--- config.mk ---
export PLATFORM = sky130hd
export DESIGN_NAME = vid_frame_meter
export DESIGN_NICKNAME = d
export VERILOG_FILES = /design/src/rtl/vid_meter_pkg.sv /design/src/rtl/vid_edge_det.sv /design/src/rtl/vid_frame_meter.sv
export SDC_FILE = /design/constraint.sdc
export NUM_CORES = 1
export LEC_CHECK = 0
export ABC_CLOCK_PERIOD_IN_PS = 3700
export CORE_ASPECT_RATIO = 1.5
export CORE_UTILIZATION = 49
export DETAILED_ROUTE_END_ITERATION = 8
export GPL_TIMING_DRIVEN = 0
export PLACE_DENSITY = 0.76
export SYNTH_ARGS = -nofsm -noshare
export SYNTH_HDL_FRONTEND = slang
export SYNTH_HIERARCHICAL = 1
export SYNTH_SLANG_ARGS = --single-unit
export TNS_END_PERCENT = 100
--- constraint.sdc ---
create_clock -name clk -period 3.7 [get_ports clk]
set_input_delay 1.11 -clock clk [delete_from_list [all_inputs] [get_ports clk]]
set_output_delay 1.11 -clock clk [all_outputs]
set_load 0.03 [all_outputs]
--- src/rtl/vid_meter_pkg.sv ---
// Shared types and constants for the video frame meter.
package vid_meter_pkg;

    localparam int CHK_W = 16;

    typedef enum logic [1:0] {
        SEARCH  = 2'd0,
        MEASURE = 2'd1,
        LOCKED  = 2'd2
    } state_e;

endpackage

--- src/rtl/vid_edge_det.sv ---
// Rising-edge detector: registers the pin once and compares it against a
// one-cycle-delayed copy. The pulse is high in the cycle after the pin rises.
module vid_edge_det (
    input  logic clk,
    input  logic rst_n,
    input  logic d_i,
    output logic rise_o
);

    logic d_q;
    logic prev_q;

    // Input register plus delayed copy used for the 0->1 compare.
    always_ff @(posedge clk) begin
        if (!rst_n) begin
            d_q    <= 1'b0;
            prev_q <= 1'b0;
        end else begin
            d_q    <= d_i;
            prev_q <= d_q;
        end
    end

    assign rise_o = d_q & ~prev_q;

endmodule

--- src/rtl/vid_frame_meter.sv ---
// Measures line/frame timing and a pixel checksum of an incoming video
// stream, commits the results on every frame edge and flags mismatches
// against expected timing.
module vid_frame_meter
    import vid_meter_pkg::*;
#(
    parameter int PW     = 8,
    parameter int H_BITS = 12,
    parameter int V_BITS = 12
) (
    input  logic                clk,
    input  logic                rst_n,
    input  logic                hs,
    input  logic                vs,
    input  logic                vld,
    input  logic [3*PW-1:0]     rgb,
    input  logic [H_BITS-1:0]   exp_h_total,
    input  logic [H_BITS-1:0]   exp_h_active,
    input  logic [V_BITS-1:0]   exp_v_total,
    input  logic [V_BITS-1:0]   exp_v_active,
    input  logic                clr_err,
    output logic [H_BITS-1:0]   meas_h_total,
    output logic [H_BITS-1:0]   meas_h_active,
    output logic [V_BITS-1:0]   meas_v_total,
    output logic [V_BITS-1:0]   meas_v_active,
    output logic [CHK_W-1:0]    checksum,
    output logic                meas_valid,
    output logic                err_h_total,
    output logic                err_h_active,
    output logic                err_v_total,
    output logic                err_v_active,
    output logic                locked
);

    localparam logic [H_BITS-1:0] H_ZERO = {H_BITS{1'b0}};
    localparam logic [V_BITS-1:0] V_ZERO = {V_BITS{1'b0}};
    localparam logic [H_BITS-1:0] H_ONE  = {{(H_BITS-1){1'b0}}, 1'b1};
    localparam logic [V_BITS-1:0] V_ONE  = {{(V_BITS-1){1'b0}}, 1'b1};
    localparam logic [CHK_W-1:0]  C_ZERO = {CHK_W{1'b0}};

    function automatic logic [H_BITS-1:0] sat_inc_h(input logic [H_BITS-1:0] v);
        return (&v) ? v : v + H_ONE;
    endfunction

    function automatic logic [V_BITS-1:0] sat_inc_v(input logic [V_BITS-1:0] v);
        return (&v) ? v : v + V_ONE;
    endfunction

    logic              line_edge_s;
    logic              frame_edge_s;
    logic              vld_q;
    logic [3*PW-1:0]   rgb_q;
    logic [CHK_W-1:0]  pix_sum_s;

    state_e            state_q,   state_d;
    logic [H_BITS-1:0] hcnt_q,    hcnt_d;     // clocks in current line
    logic [H_BITS-1:0] hact_q,    hact_d;     // vld cycles in current line
    logic [H_BITS-1:0] htot_q,    htot_d;     // last closed line, total
    logic [H_BITS-1:0] hlat_q,    hlat_d;     // last closed line, active
    logic [V_BITS-1:0] vcnt_q,    vcnt_d;     // closed lines in frame
    logic [V_BITS-1:0] vact_q,    vact_d;     // closed active lines in frame
    logic [CHK_W-1:0]  csum_q,    csum_d;

    logic [H_BITS-1:0] m_ht_q,    m_ht_d;
    logic [H_BITS-1:0] m_ha_q,    m_ha_d;
    logic [V_BITS-1:0] m_vt_q,    m_vt_d;
    logic [V_BITS-1:0] m_va_q,    m_va_d;
    logic [CHK_W-1:0]  chk_q,     chk_d;
    logic              mvalid_q,  mvalid_d;
    logic [3:0]        err_q,     err_d;      // {h_total, h_active, v_total, v_active}
    logic              locked_q,  locked_d;

    // Frame values as seen at a frame edge, folding in a coincident line edge.
    logic [H_BITS-1:0] fr_ht_s;
    logic [H_BITS-1:0] fr_ha_s;
    logic [V_BITS-1:0] fr_vt_s;
    logic [V_BITS-1:0] fr_va_s;
    logic [3:0]        mism_s;

    vid_edge_det u_hs_det (
        .clk    (clk),
        .rst_n  (rst_n),
        .d_i    (hs),
        .rise_o (line_edge_s)
    );

    vid_edge_det u_vs_det (
        .clk    (clk),
        .rst_n  (rst_n),
        .d_i    (vs),
        .rise_o (frame_edge_s)
    );

    assign pix_sum_s = CHK_W'(rgb_q[3*PW-1:2*PW]) + CHK_W'(rgb_q[2*PW-1:PW])
                     + CHK_W'(rgb_q[PW-1:0]);

    assign fr_ht_s = line_edge_s ? hcnt_q : htot_q;
    assign fr_ha_s = line_edge_s ? hact_q : hlat_q;
    assign fr_vt_s = line_edge_s ? sat_inc_v(vcnt_q) : vcnt_q;
    assign fr_va_s = (line_edge_s && (hact_q != H_ZERO)) ? sat_inc_v(vact_q) : vact_q;
    assign mism_s  = {fr_ht_s != exp_h_total, fr_ha_s != exp_h_active,
                      fr_vt_s != exp_v_total, fr_va_s != exp_v_active};

    // Next-state logic: counters, commit and state transitions.
    always_comb begin
        state_d  = state_q;
        hcnt_d   = hcnt_q;
        hact_d   = hact_q;
        htot_d   = htot_q;
        hlat_d   = hlat_q;
        vcnt_d   = vcnt_q;
        vact_d   = vact_q;
        csum_d   = csum_q;
        m_ht_d   = m_ht_q;
        m_ha_d   = m_ha_q;
        m_vt_d   = m_vt_q;
        m_va_d   = m_va_q;
        chk_d    = chk_q;
        mvalid_d = 1'b0;
        err_d    = clr_err ? 4'b0000 : err_q;
        case (state_q)
            SEARCH: begin
                if (frame_edge_s) begin
                    state_d = MEASURE;
                    hcnt_d  = H_ONE;
                    hact_d  = vld_q ? H_ONE : H_ZERO;
                    htot_d  = H_ZERO;
                    hlat_d  = H_ZERO;
                    vcnt_d  = V_ZERO;
                    vact_d  = V_ZERO;
                    csum_d  = vld_q ? pix_sum_s : C_ZERO;
                end else begin
                    state_d = SEARCH;
                end
            end
            MEASURE, LOCKED: begin
                if (line_edge_s) begin
                    htot_d = hcnt_q;
                    hlat_d = hact_q;
                    hcnt_d = H_ONE;
                    hact_d = vld_q ? H_ONE : H_ZERO;
                    vcnt_d = fr_vt_s;
                    vact_d = fr_va_s;
                end else begin
                    hcnt_d = sat_inc_h(hcnt_q);
                    hact_d = vld_q ? sat_inc_h(hact_q) : hact_q;
                end
                csum_d = vld_q ? csum_q + pix_sum_s : csum_q;
                if (frame_edge_s) begin
                    m_ht_d   = fr_ht_s;
                    m_ha_d   = fr_ha_s;
                    m_vt_d   = fr_vt_s;
                    m_va_d   = fr_va_s;
                    chk_d    = csum_q;
                    mvalid_d = 1'b1;
                    err_d    = err_d | mism_s;
                    state_d  = (mism_s == 4'b0000) ? LOCKED : MEASURE;
                    vcnt_d   = V_ZERO;
                    vact_d   = V_ZERO;
                    csum_d   = vld_q ? pix_sum_s : C_ZERO;
                end else begin
                    state_d = state_q;
                end
            end
            default: begin
                state_d = SEARCH;
            end
        endcase
        locked_d = (state_d == LOCKED);
    end

    // State, counter, input and output registers with synchronous reset.
    always_ff @(posedge clk) begin
        if (!rst_n) begin
            state_q  <= SEARCH;
            vld_q    <= 1'b0;
            rgb_q    <= {(3*PW){1'b0}};
            hcnt_q   <= H_ZERO;
            hact_q   <= H_ZERO;
            htot_q   <= H_ZERO;
            hlat_q   <= H_ZERO;
            vcnt_q   <= V_ZERO;
            vact_q   <= V_ZERO;
            csum_q   <= C_ZERO;
            m_ht_q   <= H_ZERO;
            m_ha_q   <= H_ZERO;
            m_vt_q   <= V_ZERO;
            m_va_q   <= V_ZERO;
            chk_q    <= C_ZERO;
            mvalid_q <= 1'b0;
            err_q    <= 4'b0000;
            locked_q <= 1'b0;
        end else begin
            state_q  <= state_d;
            vld_q    <= vld;
            rgb_q    <= rgb;
            hcnt_q   <= hcnt_d;
            hact_q   <= hact_d;
            htot_q   <= htot_d;
            hlat_q   <= hlat_d;
            vcnt_q   <= vcnt_d;
            vact_q   <= vact_d;
            csum_q   <= csum_d;
            m_ht_q   <= m_ht_d;
            m_ha_q   <= m_ha_d;
            m_vt_q   <= m_vt_d;
            m_va_q   <= m_va_d;
            chk_q    <= chk_d;
            mvalid_q <= mvalid_d;
            err_q    <= err_d;
            locked_q <= locked_d;
        end
    end

    assign meas_h_total  = m_ht_q;
    assign meas_h_active = m_ha_q;
    assign meas_v_total  = m_vt_q;
    assign meas_v_active = m_va_q;
    assign checksum      = chk_q;
    assign meas_valid    = mvalid_q;
    assign err_h_total   = err_q[3];
    assign err_h_active  = err_q[2];
    assign err_v_total   = err_q[1];
    assign err_v_active  = err_q[0];
    assign locked        = locked_q;

endmodule

; After elaboration in Yosys (flattened, before gate mapping)
; Index checks and enable logic that the tools add are counted.
[totals]
reg_bits = 189
[op_classes]
add_sub_neg = 7
eq_ne = 13
muxes = 38
bitwise = 5
reduce_logical = 17
[op_table]
columns = op, count
row1 = $mux W12, 18
row2 = $pmux W12 S2, 6
row3 = $add A12 B1 Y12 const B, 4
row4 = $mux W16, 3
row5 = $ne A12 B12 Y1, 4
row6 = $reduce_and A12 Y1, 4
row7 = $pmux W16 S2, 1
row8 = $add A16 B10 Y16, 1
row9 = $ne A3 B3 Y1 const B, 5
row10 = $mux W4, 3
row11 = $reduce_bool A12 Y1, 1
row12 = $add A9 B8 Y10, 1
row13 = $mux W10, 1
row14 = $add A8 B8 Y9, 1
row15 = $reduce_and A3 Y1, 3
row16 = $reduce_and A2 Y1, 3
row17 = $eq A2 B2 Y1 const B, 2
row18 = $logic_not A4 Y1, 1
row19 = $mux W2, 2
row20 = $or A4 B4 Y4, 1
row21 = $pmux W2 S2, 1
row22 = $reduce_and A4 Y1, 1
row23 = $mux W1, 3
row24 = $and A1 B1 Y1, 2
row25 = 7 further kinds, 8

; Longest topological paths before layout
[logic_depth]
ltp_word = 10
mapped_depth = 19
mapped_depth_nobuf = 19

; Cells and area by module
; The synthesis kept the hierarchy.
[modules_own_cells]
columns = module, n_inst, cells_per_inst, area_per_inst_um2, seq_area_each_um2
row1 = vid_frame_meter, 1, 1138, 9628.0, 3703.6
row2 = vid_edge_det, 2, 5, 66.3, 40.0

; Least setup slack after synthesis
; OpenSTA, ideal clock, no wires.
[synth_timing]
path_kind = flip-flop to flip-flop
start = register rgb_q[1]
end = register csum_q[14]
setup_time_ns = 0.136
arrival_time_ns = 3.528
t_required_ns = 3.564
slack_ns = 0.036
path_stages_with_launch = 19
n_path_buf = 0
path_cell_list = dfxtp_1 inv_1 fa_1 inv_1 ha_1 inv_1 fa_1 nor2b_1 o21ai_0 a21boi_0 o21ai_0 a21boi_0 nor2_1 ha_1 a2111o_1 a311oi_1 nor3_1 xnor2_1 nor2_1
[synth_between]
elab_chain_cells = 5
[synth_lines]
columns = item, line_no
row1 = start: declaration, vid_frame_meter.sv:52  ; logic [3*PW-1:0] rgb_q;
row2 = start signal: assignment, vid_frame_meter.sv:177  ; rgb_q <= {(3*PW){1'b0}};
row3 = start signal: assignment, vid_frame_meter.sv:196  ; rgb_q <= rgb;
row4 = $add A9 B8 Y10, vid_frame_meter.sv:95  ; + CHK_W'(rgb_q[PW-1:0]);
row5 = $add A16 B10 Y16, vid_frame_meter.sv:148  ; csum_d = vld_q ? csum_q + pix_sum_s : csum_q;
row6 = $mux W16, vid_frame_meter.sv:148
row7 = $mux W16, vid_frame_meter.sv:149  ; if (frame_edge_s) begin
row8 = $pmux W16 S2, vid_frame_meter.sv:121  ; case (state_q)
row9 = end signal: assignment, vid_frame_meter.sv:203  ; csum_q <= csum_d;
row10 = end: declaration, vid_frame_meter.sv:62  ; logic [CHK_W-1:0] csum_q, csum_d;
; No other way between the ends. The select of a mux whose other input is x is not followed.
; A chain may end at the register's enable or synchronous reset.

; Worst setup path in the final report
[layout_timing]
start = register rgb_q[1]
end = register csum_q[10]
; Same word-level chain as after synthesis.

==> flow_metrics.env <==
export IMPL_synth_ff_type="dfxtp_1"
export IMPL_drt_iter0_markers=495
export IMPL_dp_cells=1551
export IMPL_ant_nets=0
export IMPL_clock_root_buffer="clkbuf_16"
export IMPL_hold_violations=0
export IMPL_io_buffers=147
export IMPL_final_cells=1596
export IMPL_reg2reg_slack_ns=-0.03
export IMPL_p_leak_uw=0.00447
export IMPL_ys_warn_count=6
export IMPL_syn_inst=1148
export IMPL_routedWlPerCell_um=19.0
export IMPL_grt_usage=0.302
export IMPL_ctsLongestPathBuffers=2
export IMPL_avgSynthCellArea_um2=8.50
export IMPL_cts_tree="yes"
export IMPL_grt_overflow_total=0
export IMPL_hold_path_class="register to register"
export IMPL_tightest_slew_ns=0.990
export IMPL_grt_pass1_vias=9050
export IMPL_critical_path_class="register to register"
export IMPL_drt_pass1_iterations=5
export IMPL_nets=1440
export IMPL_setup_viol=3
export IMPL_synth_common_cells="dfxtp_1 (189), nor2_1 (130), nand2_1 (102), a21oi_1 (89), clkbuf_1 (55)"
export IMPL_io_pins=148
export IMPL_syn_num_nets=1261
export IMPL_clk_pin_slew_ns=0.07
export IMPL_totalWireLength_um=30300
export IMPL_violations="setup timing"
export IMPL_async_reset_ff_frac=0
export IMPL_layout_drive_gt1_share=0.102
export IMPL_grt_pass1_wl_um=46800
export IMPL_netlist_area_mm2=0.00976
export IMPL_num_rows=62
export IMPL_synth_edf_count=0
export IMPL_slew_headroom=0.334
export IMPL_fin_ws_ns=-0.0318
export IMPL_gp_congestion=0.971
export IMPL_yosys_top_cells_area="dfxtp_1 (39%), nor2_1 (5.0%), xnor2_1 (4.8%)"
export IMPL_vdd_drop_max_uv=344
export IMPL_numCtsBuffers=17
export IMPL_die_height_um=175
export IMPL_start_util=0.505
export IMPL_fin_worst_skew_ns=0.00700
export IMPL_yosysMostFrequentCell="dfxtp_1"
export IMPL_post_route_min_period_ns=3.73
export IMPL_ys_types=78
export IMPL_drc=0
export IMPL_vias=9334
export IMPL_hpwlAfterDp_um=22100
export IMPL_antenna_found_initial=0
export IMPL_fp_coreArea_mm2=0.0193
export IMPL_max_freq_mhz=268
export IMPL_rsz0062_at_grt="true"
export IMPL_critPathMaxFanout=3
export IMPL_p_per_area_mw_per_mm2=373
export IMPL_largest_reg_flops=24
export IMPL_synth_area_leader_cell="dfxtp_1"
export IMPL_crit_required_ns=4.01
export IMPL_start_kind="register"
export IMPL_cts_sinks=189
export IMPL_hold_buffers=0
export IMPL_insertion_delay_ns=0.45
export IMPL_num_antenna_cells=0
export IMPL_synth_seq_area_share=0.388
export IMPL_synth_top_area_share=0.388
export IMPL_cap_violations=0
export IMPL_place_ws_ns=-0.454
export IMPL_final_core_util=0.651
export IMPL_status="finished, violations left"
export IMPL_top_register="rgb_q"
export IMPL_cp_end_kind="register"
export IMPL_total_power_uw=4680
export IMPL_min_period_over_period=1.01
export IMPL_viasPerCell=5.85
export IMPL_arrival_ns=4.04
export IMPL_yosys_register_bits=189
export IMPL_ctsHtreeMaxLevel=4
export IMPL_area_growth_pct=28.7
export IMPL_slew_viol_final=0
export IMPL_chipWidth_um=117
export IMPL_grt_max_degree=17
export IMPL_hold_slack_ns=0.453
export IMPL_die_area_mm2=0.0205
==> cells by family after synthesis <==
group	Yosys count	share of synthesized area
fa+ha+maj	35	0.0526
flops	189	0.388
compound gates	268	0.182
mux	34	0.0354
simple gates	433	0.223
xor+xnor	80	0.0718
buf+inv	109	0.0477
==> where the power goes <==
group | total, uW | leakage (uW) | internal, uW | switching [uW]
sequential | 2090 | 0.00153 | 2070 | 24.4
combinational | 676 | 0.00264 | 311 | 365
clock | 1920 | 0.000297 | 1090 | 828
total | 4680 | 0.00447 | 3470 | 1220
==> area by class of cell <==
| type | count | area, um^2 |
|---|---|---|
| fill | 1647 | 6750 |
| multi-input combinational | 850 | 5820 |
| sequential | 189 | 3790 |
| timing repair buffer | 160 | 1570 |
| clock buffer | 20 | 447 |
| buffer | 76 | 344 |
| tap | 256 | 320 |
| clock inverter | 12 | 159 |
| inverter | 33 | 124 |
==> worst paths after layout <==
check	from	cells after the start	endpoint
hold / removal	meas_v_total[9]	2	meas_v_total[9]
setup / recovery	rgb_q[1]	16	csum_q[10]
hold reg to reg	meas_v_total[9]	2	meas_v_total[9]
setup reg to reg	rgb_q[1]	16	csum_q[10]
==> through the flow <==
| step | setup TNS [ns] | instance area, um^2 |
|---|---|---|
| CTS | 0 | 12300 |
| global route | -0.795 | 12600 |
| global placement | -3.34 | 11600 |
| floorplan | 0 | 9760 |
| detailed placement | -3.98 | 11600 |
| finish | -0.0848 | 12600 |
==> worst max-delay path, stage by stage, from the launching register on <==
cell	delay (ns)
dfxtp_2	0.32
inv_2	0.04
fa_2	0.45
inv_2	0.08
ha_4	0.13
inv_2	0.03
fa_2	0.36
buf_4	0.14
xnor2_1	0.25
ha_1	0.33
a21oi_2	0.21
o21bai_1	0.11
a2111o_1	0.44
a311oi_4	0.38
nor3_2	0.08
xnor2_1	0.19
nor2_1	0.06
==> what timing repair did <==
item / in CTS / in global routing
cloned: 0 / 0
pin swaps: 4 / 35
gates resized for setup: 20 / 50
hold endpoints to repair: 0 / 0
endpoints found under the setup margin: 12 / 13
buffers inserted: 4 / 9
==> layout by cell type (no fill, tap or decap), types with 11 or more instances in the layout <==
| master | n |
|---|---|
| dfxtp_1 | 187 |
| xnor2_1 | 51 |
| buf_4 | 19 |
| nor2b_1 | 12 |
| nand4_1 | 15 |
| ha_1 | 19 |
| nor3_1 | 16 |
| buf_2 | 11 |
| nor2_1 | 127 |
| a211oi_1 | 36 |
| a22o_1 | 23 |
| xor2_1 | 27 |
| and3_1 | 12 |
| a22oi_1 | 11 |
| clkdlybuf4s50_1 | 147 |
| nor4_1 | 17 |
| nand3_1 | 32 |
| nand2_1 | 101 |
| clkbuf_16 | 17 |
| clkbuf_1 | 55 |
| inv_1 | 26 |
| or3_1 | 11 |
| a21oi_1 | 83 |
| and2_1 | 36 |
| mux2i_1 | 30 |
| o21ai_0 | 31 |
==> layer usage <==
layer	up-vias	routed length [um]	part of all wire	global-route usage
met5	-	0	0	0
met4	0	1730	0.057	0.182
met3	112	1630	0.054	0.0437
met2	357	15500	0.51	0.527
met1	4427	11500	0.38	0.339
li1	4438	-	-	-
Note: power is estimated with default switching activity, not from simulation.
==> variant 1, RTL diff (same flow settings) <==
Make the reset (`rst_n`) asynchronous in 2 clocked blocks. Comments in the files are not updated.
--- a/src/rtl/vid_edge_det.sv
+++ b/src/rtl/vid_edge_det.sv
@@ -13,3 +13,3 @@
     // Input register plus delayed copy used for the 0->1 compare.
-    always_ff @(posedge clk) begin
+    always_ff @(posedge clk or negedge rst_n) begin
         if (!rst_n) begin
--- a/src/rtl/vid_frame_meter.sv
+++ b/src/rtl/vid_frame_meter.sv
@@ -172,3 +172,3 @@
     // State, counter, input and output registers with synchronous reset.
-    always_ff @(posedge clk) begin
+    always_ff @(posedge clk or negedge rst_n) begin
         if (!rst_n) begin
Formal check against the unedited RTL: not equivalent (a bounded check fails within 10 cycles, from zero or initial values and one cycle with rst_n low; the reset may be asserted at any time).
==> variant 1 against the unedited design <==
- critical endpoint is now csum_q[10]$_DFFE_PN0P_
- setup slack got worse by 0.017 ns
- die area grew 3.9%
- design area rose by 1.8%
- synthesized area increased by 4.0%
- sequential cell count did not move
- the run still ends with negative setup slack left
- wire length down 10%
Power is not compared: it rests on default switching activity, and its combinational part moved more than twofold at a synthesized area within 25%.
==> variant 1: results (changes against the unedited design) <==
Signal buf overhead 0.142 (-0.0107); Async SR Flop Fraction 1.00 (+1.00); Hold EP u_vs_det/prev_q$_DFF_PN0_; r2r startpoint rgb_q[17]$_DFF_PN0_; status finished, violations left; final-layout clock-cell area share 0.0463 (-0.00193); vias per std cell 5.72 (-2.2%); sequential cells 189 (unchanged); wire per inst 18.1 µm (-5.0%); gpl congestion 0.945 (-2.6%); Post-DP HPWL 19,700 µm (-11%); slowest stage delay, CP 0.49 ns (+0.04 ns); met3 GRT Util 0.0380 (-0.00566); Slowest-stage cell, CP a2111o_1; vias in the first global route 8,353 (-7.7%); Hold WS 0.389 ns (-0.0645 ns); Slew headroom 0.454 (+0.120); final-report setup violation count 2 (-1); register area 4730 µm² (+25%); Arrival @ worst endpoint 4.07 ns (+0.03 ns); fillers 1,707 (+3.6%); Synth Area in XOR/XNOR 0.0699 (-0.00190); Mapped Cells 1,055 (-8.1%); Pleak 5.43 nW; Synth Area in Compound Gates 0.160 (-0.0220); clock latency on the worst-skew pair 0.44 ns; Cell Count Post-Placement 1,467 (-5.4%); final setup margin -0.0492 ns (-0.0174 ns); Routed WL 27,200 µm (-10%); starting DRC count in detailed routing 601 (+21%); share of layout cells above drive strength 1 0.0812 (-0.0210); pre-CTS setup slack -0.613 ns (-0.159 ns); critical path fanouts, max 5 (+2); met2 Use GR 0.445 (-0.0821); grt met1 use 0.323 (-0.0161); Synth Net Count 1,168 (-7.4%); Buffers excl. clock 214 (-9.3%); Synth top cells by count dfrtp_1, nand2_1, o21ai_0; M1 wire length 11,400 µm (-1.0%); synth top area cells dfrtp_1, nand2_1, xnor2_1, o21ai_0, ha_1; Total Routing Usage GR 0.262 (-0.0396); Final Instance Area 12,800 µm² (+1.8%); mux cell area share after synthesis 0.0318 (-0.00358); nets@finish 1,344 (-6.7%); sequential-to-total area share from yosys stat 0.466 (+0.0783); setup tns final -0.0642 ns (+0.0206 ns); post-synthesis adder-cell area fraction 0.0505 (-0.00202); Reg2Reg Depth 17 (+1); min-delay src u_vs_det/d_q$_DFF_PN0_; Multi-In Gates 772 (-9.2%); area of placed instances 12,000 µm² (+3.7%); number of non-clock inverters 37 (+12%); worst r2r dst csum_q[10]$_DFFE_PN0P_; Max Root-Sink Buffers 2 (unchanged); Hold Path Cell Cnt 0 (-2); failing checks negative setup slack; Worst Skew 0.00836 ns (+0.00136 ns); prevailing post-synth register cell dfrtp_1; pin count of the biggest net entering global routing 121 (+104)
## variant 1: cell types whose count changed in the layout (fill, tap and decap cells not counted), moves of 6 or more
| cell | change |
|---|---|
| dfxtp_1 | -187 |
| dfrtp_1 | +189 |
| buf_4 | -6 |
| nand2_1 | +65 |
| and2_1 | -32 |
| nand3_1 | -6 |
| o31ai_1 | +9 |
| a21oi_1 | -54 |
| o21ai_0 | +55 |
| inv_1 | +9 |
| clkbuf_1 | -11 |
| a211oi_1 | -34 |
| nor2_1 | -71 |
## variant 1: power groups by stage
stage | sequential [mW] | clock (mW) | combinational, mW
final | 2.39 | 1.86 | 1.98
after global placement | 2.42 | 0 | 1.66
after floorplan | 2.55 | 0 | 0.970
after detailed placement | 2.43 | 0 | 1.70
after CTS | 2.39 | 1.87 | 1.82
after global routing | 2.41 | 1.96 | 2.14
## variant 1: how the worst max path moves through the flow
stage                        start                endpoint
2_1_floorplan   rgb_q[9]$_DFF_PN0_  csum_q[15]$_DFFE_PN0P_
3_3_place_gp                 rst_n   htot_q[6]$_DFFE_PN0P_
3_5_place_dp    rgb_q[9]$_DFF_PN0_  csum_q[15]$_DFFE_PN0P_
4_1_cts        rgb_q[17]$_DFF_PN0_  csum_q[10]$_DFFE_PN0P_
5_1_grt         rgb_q[1]$_DFF_PN0_  csum_q[10]$_DFFE_PN0P_
6_report       rgb_q[17]$_DFF_PN0_  csum_q[10]$_DFFE_PN0P_
## variant 1: through the flow
step | total power, mW | utilization
floorplan | 3.52 | -
global placement | 4.08 | 0.588
detailed placement | 4.13 | 0.589
CTS | 6.09 | 0.623
global route | 6.52 | 0.629
finish | 6.23 | 0.629
## variant 1: timing repair
action,4_1_cts,5_1_grt
setup endpoints to repair,11,12
pin swaps,9,8
gates resized for setup,22,17
hold buffers,0,0
setup buffers,4,5
==> variant 2, RTL diff (config.mk and constraints unchanged) <==
Made on the original files. `H_BITS`: 12 -> 16.
--- a/src/rtl/vid_frame_meter.sv
+++ b/src/rtl/vid_frame_meter.sv
@@ -7,3 +7,3 @@
     parameter int PW     = 8,
-    parameter int H_BITS = 12,
+    parameter int H_BITS = 16,
     parameter int V_BITS = 12
Interface: changed (resized exp_h_active, exp_h_total, meas_h_active and meas_h_total); port bits go from 148 to 164. The function was not compared with the original's and may differ.
==> variant 2 against the unedited design <==
- core utilization shrank 0.90 points
- design area grew 11%
- setup slack better by 0.088 ns
- power grew 9.7%
- synthesized area increased by 12%
- sequential cell count is 24 higher
- die area increased by 12%
- critical path type unchanged
- largest power group unchanged
- wire length grew 18%
- sequential share of layout area is 0.49 points higher
==> variant 2: results (changes against the unedited design) <==
status complete, no violations; Worst Skew 0.0137 ns (+0.00673 ns); pre-CTS setup slack -0.624 ns (-0.170 ns); M1 wire length 13,500 µm (+17%); Synth top cells by count dfxtp_1, nor2_1, nand2_1; Synth Net Count 1,444 (+15%); share of layout cells above drive strength 1 0.0774 (-0.0249); vias in the first global route 10,300 (+14%); Total Routing Usage GR 0.312 (+0.0103); synth top area cells dfxtp_1, nor2_1, a21oi_1, xnor2_1, nand2_1; vias per std cell 5.95 (+1.7%); area of placed instances 12,900 µm² (+11%); clock latency on the worst-skew pair 0.51 ns (+0.06 ns); pin count of the biggest net entering global routing 15 (-2); Max IR drop VDD 0.293 mV (-15%); wire per inst 19.7 µm (+3.8%); fillers 1,889 (+15%); mux cell area share after synthesis 0.0392 (+0.00386); gpl congestion 1.00 (+3.5%); Yosys cell types 68 (-13%); Port Buffers 163 (+11%); Max Root-Sink Buffers 3 (+1); H-tree depth 1 (-3); metal2 WL 18,300 µm (+18%); starting DRC count in detailed routing 943 (+91%); met3 GRT Util 0.0405 (-0.00317); Synth Area in Compound Gates 0.192 (+0.00972); Pleak 4.85 nW (+8.6%); CTS Buf Count 21 (+4); first-pass GRT wire length 54,900 µm (+17%); post-CTS setup buffers 12 (+8); post-CTS sizing 43 (+110%); met2 Use GR 0.564 (+0.0363); critical path fanouts, max 4 (+1)
variant 2: changes by cell type after synthesis, sizes merged, moves of 20 or more:
cell,unedited run,this run
a22oi,11,49
nor2,131,186
clkbuf,56,77
dfxtp,189,213
a22o,24,4
nand2,102,129
variant 2: path summary, 6_finish.rpt:
check | slack [ns] | endpoint | from | cells past startpoint
worst min register to register | 0.45 | meas_v_active[6]$_SDFFE_PN0P_ | meas_v_active[6]$_SDFFE_PN0P_ | 2
worst max register to register | 0.06 | csum_q[14]$_SDFFE_PN0P_ | rgb_q[9]$_SDFF_PN0_ | 17
worst min-delay path | 0.45 | meas_v_active[6]$_SDFFE_PN0P_ | meas_v_active[6]$_SDFFE_PN0P_ | 2
worst max-delay path | 0.06 | csum_q[14]$_SDFFE_PN0P_ | rgb_q[9]$_SDFF_PN0_ | 17
variant 2: worst register-to-register path, stage by stage (launching register included):
cell	delay, ns
dfxtp_2	0.32
inv_2	0.04
fa_2	0.45
inv_1	0.07
ha_2	0.18
inv_2	0.04
fa_2	0.34
buf_4	0.17
xnor2_4	0.21
ha_4	0.25
a21oi_4	0.17
o21bai_2	0.10
a2111o_1	0.45
a41oi_2	0.27
buf_6	0.17
nor2_4	0.03
mux2i_1	0.14
a21oi_1	0.08
variant 2: final cells by class:
type,count,area [µm²],share of cell area
Clock inverter,7,41.3,0.00296
Inverter,31,116,0.00835
Tap cell,272,340,0.0244
Clock buffer,28,592,0.0425
Sequential cell,213,4270,0.306
Multi-Input combinational cell,996,6470,0.465
Buffer,81,313,0.0224
Timing Repair Buffer,182,1790,0.129
variant 2: report_power, final:
| group | internal, mW | leakage, nW | switching (mW) |
|---|---|---|---|
| clock | 1.12 | 0.315 | 0.918 |
| combinational | 0.342 | 2.81 | 0.410 |
| sequential | 2.33 | 1.73 | 0.0229 |
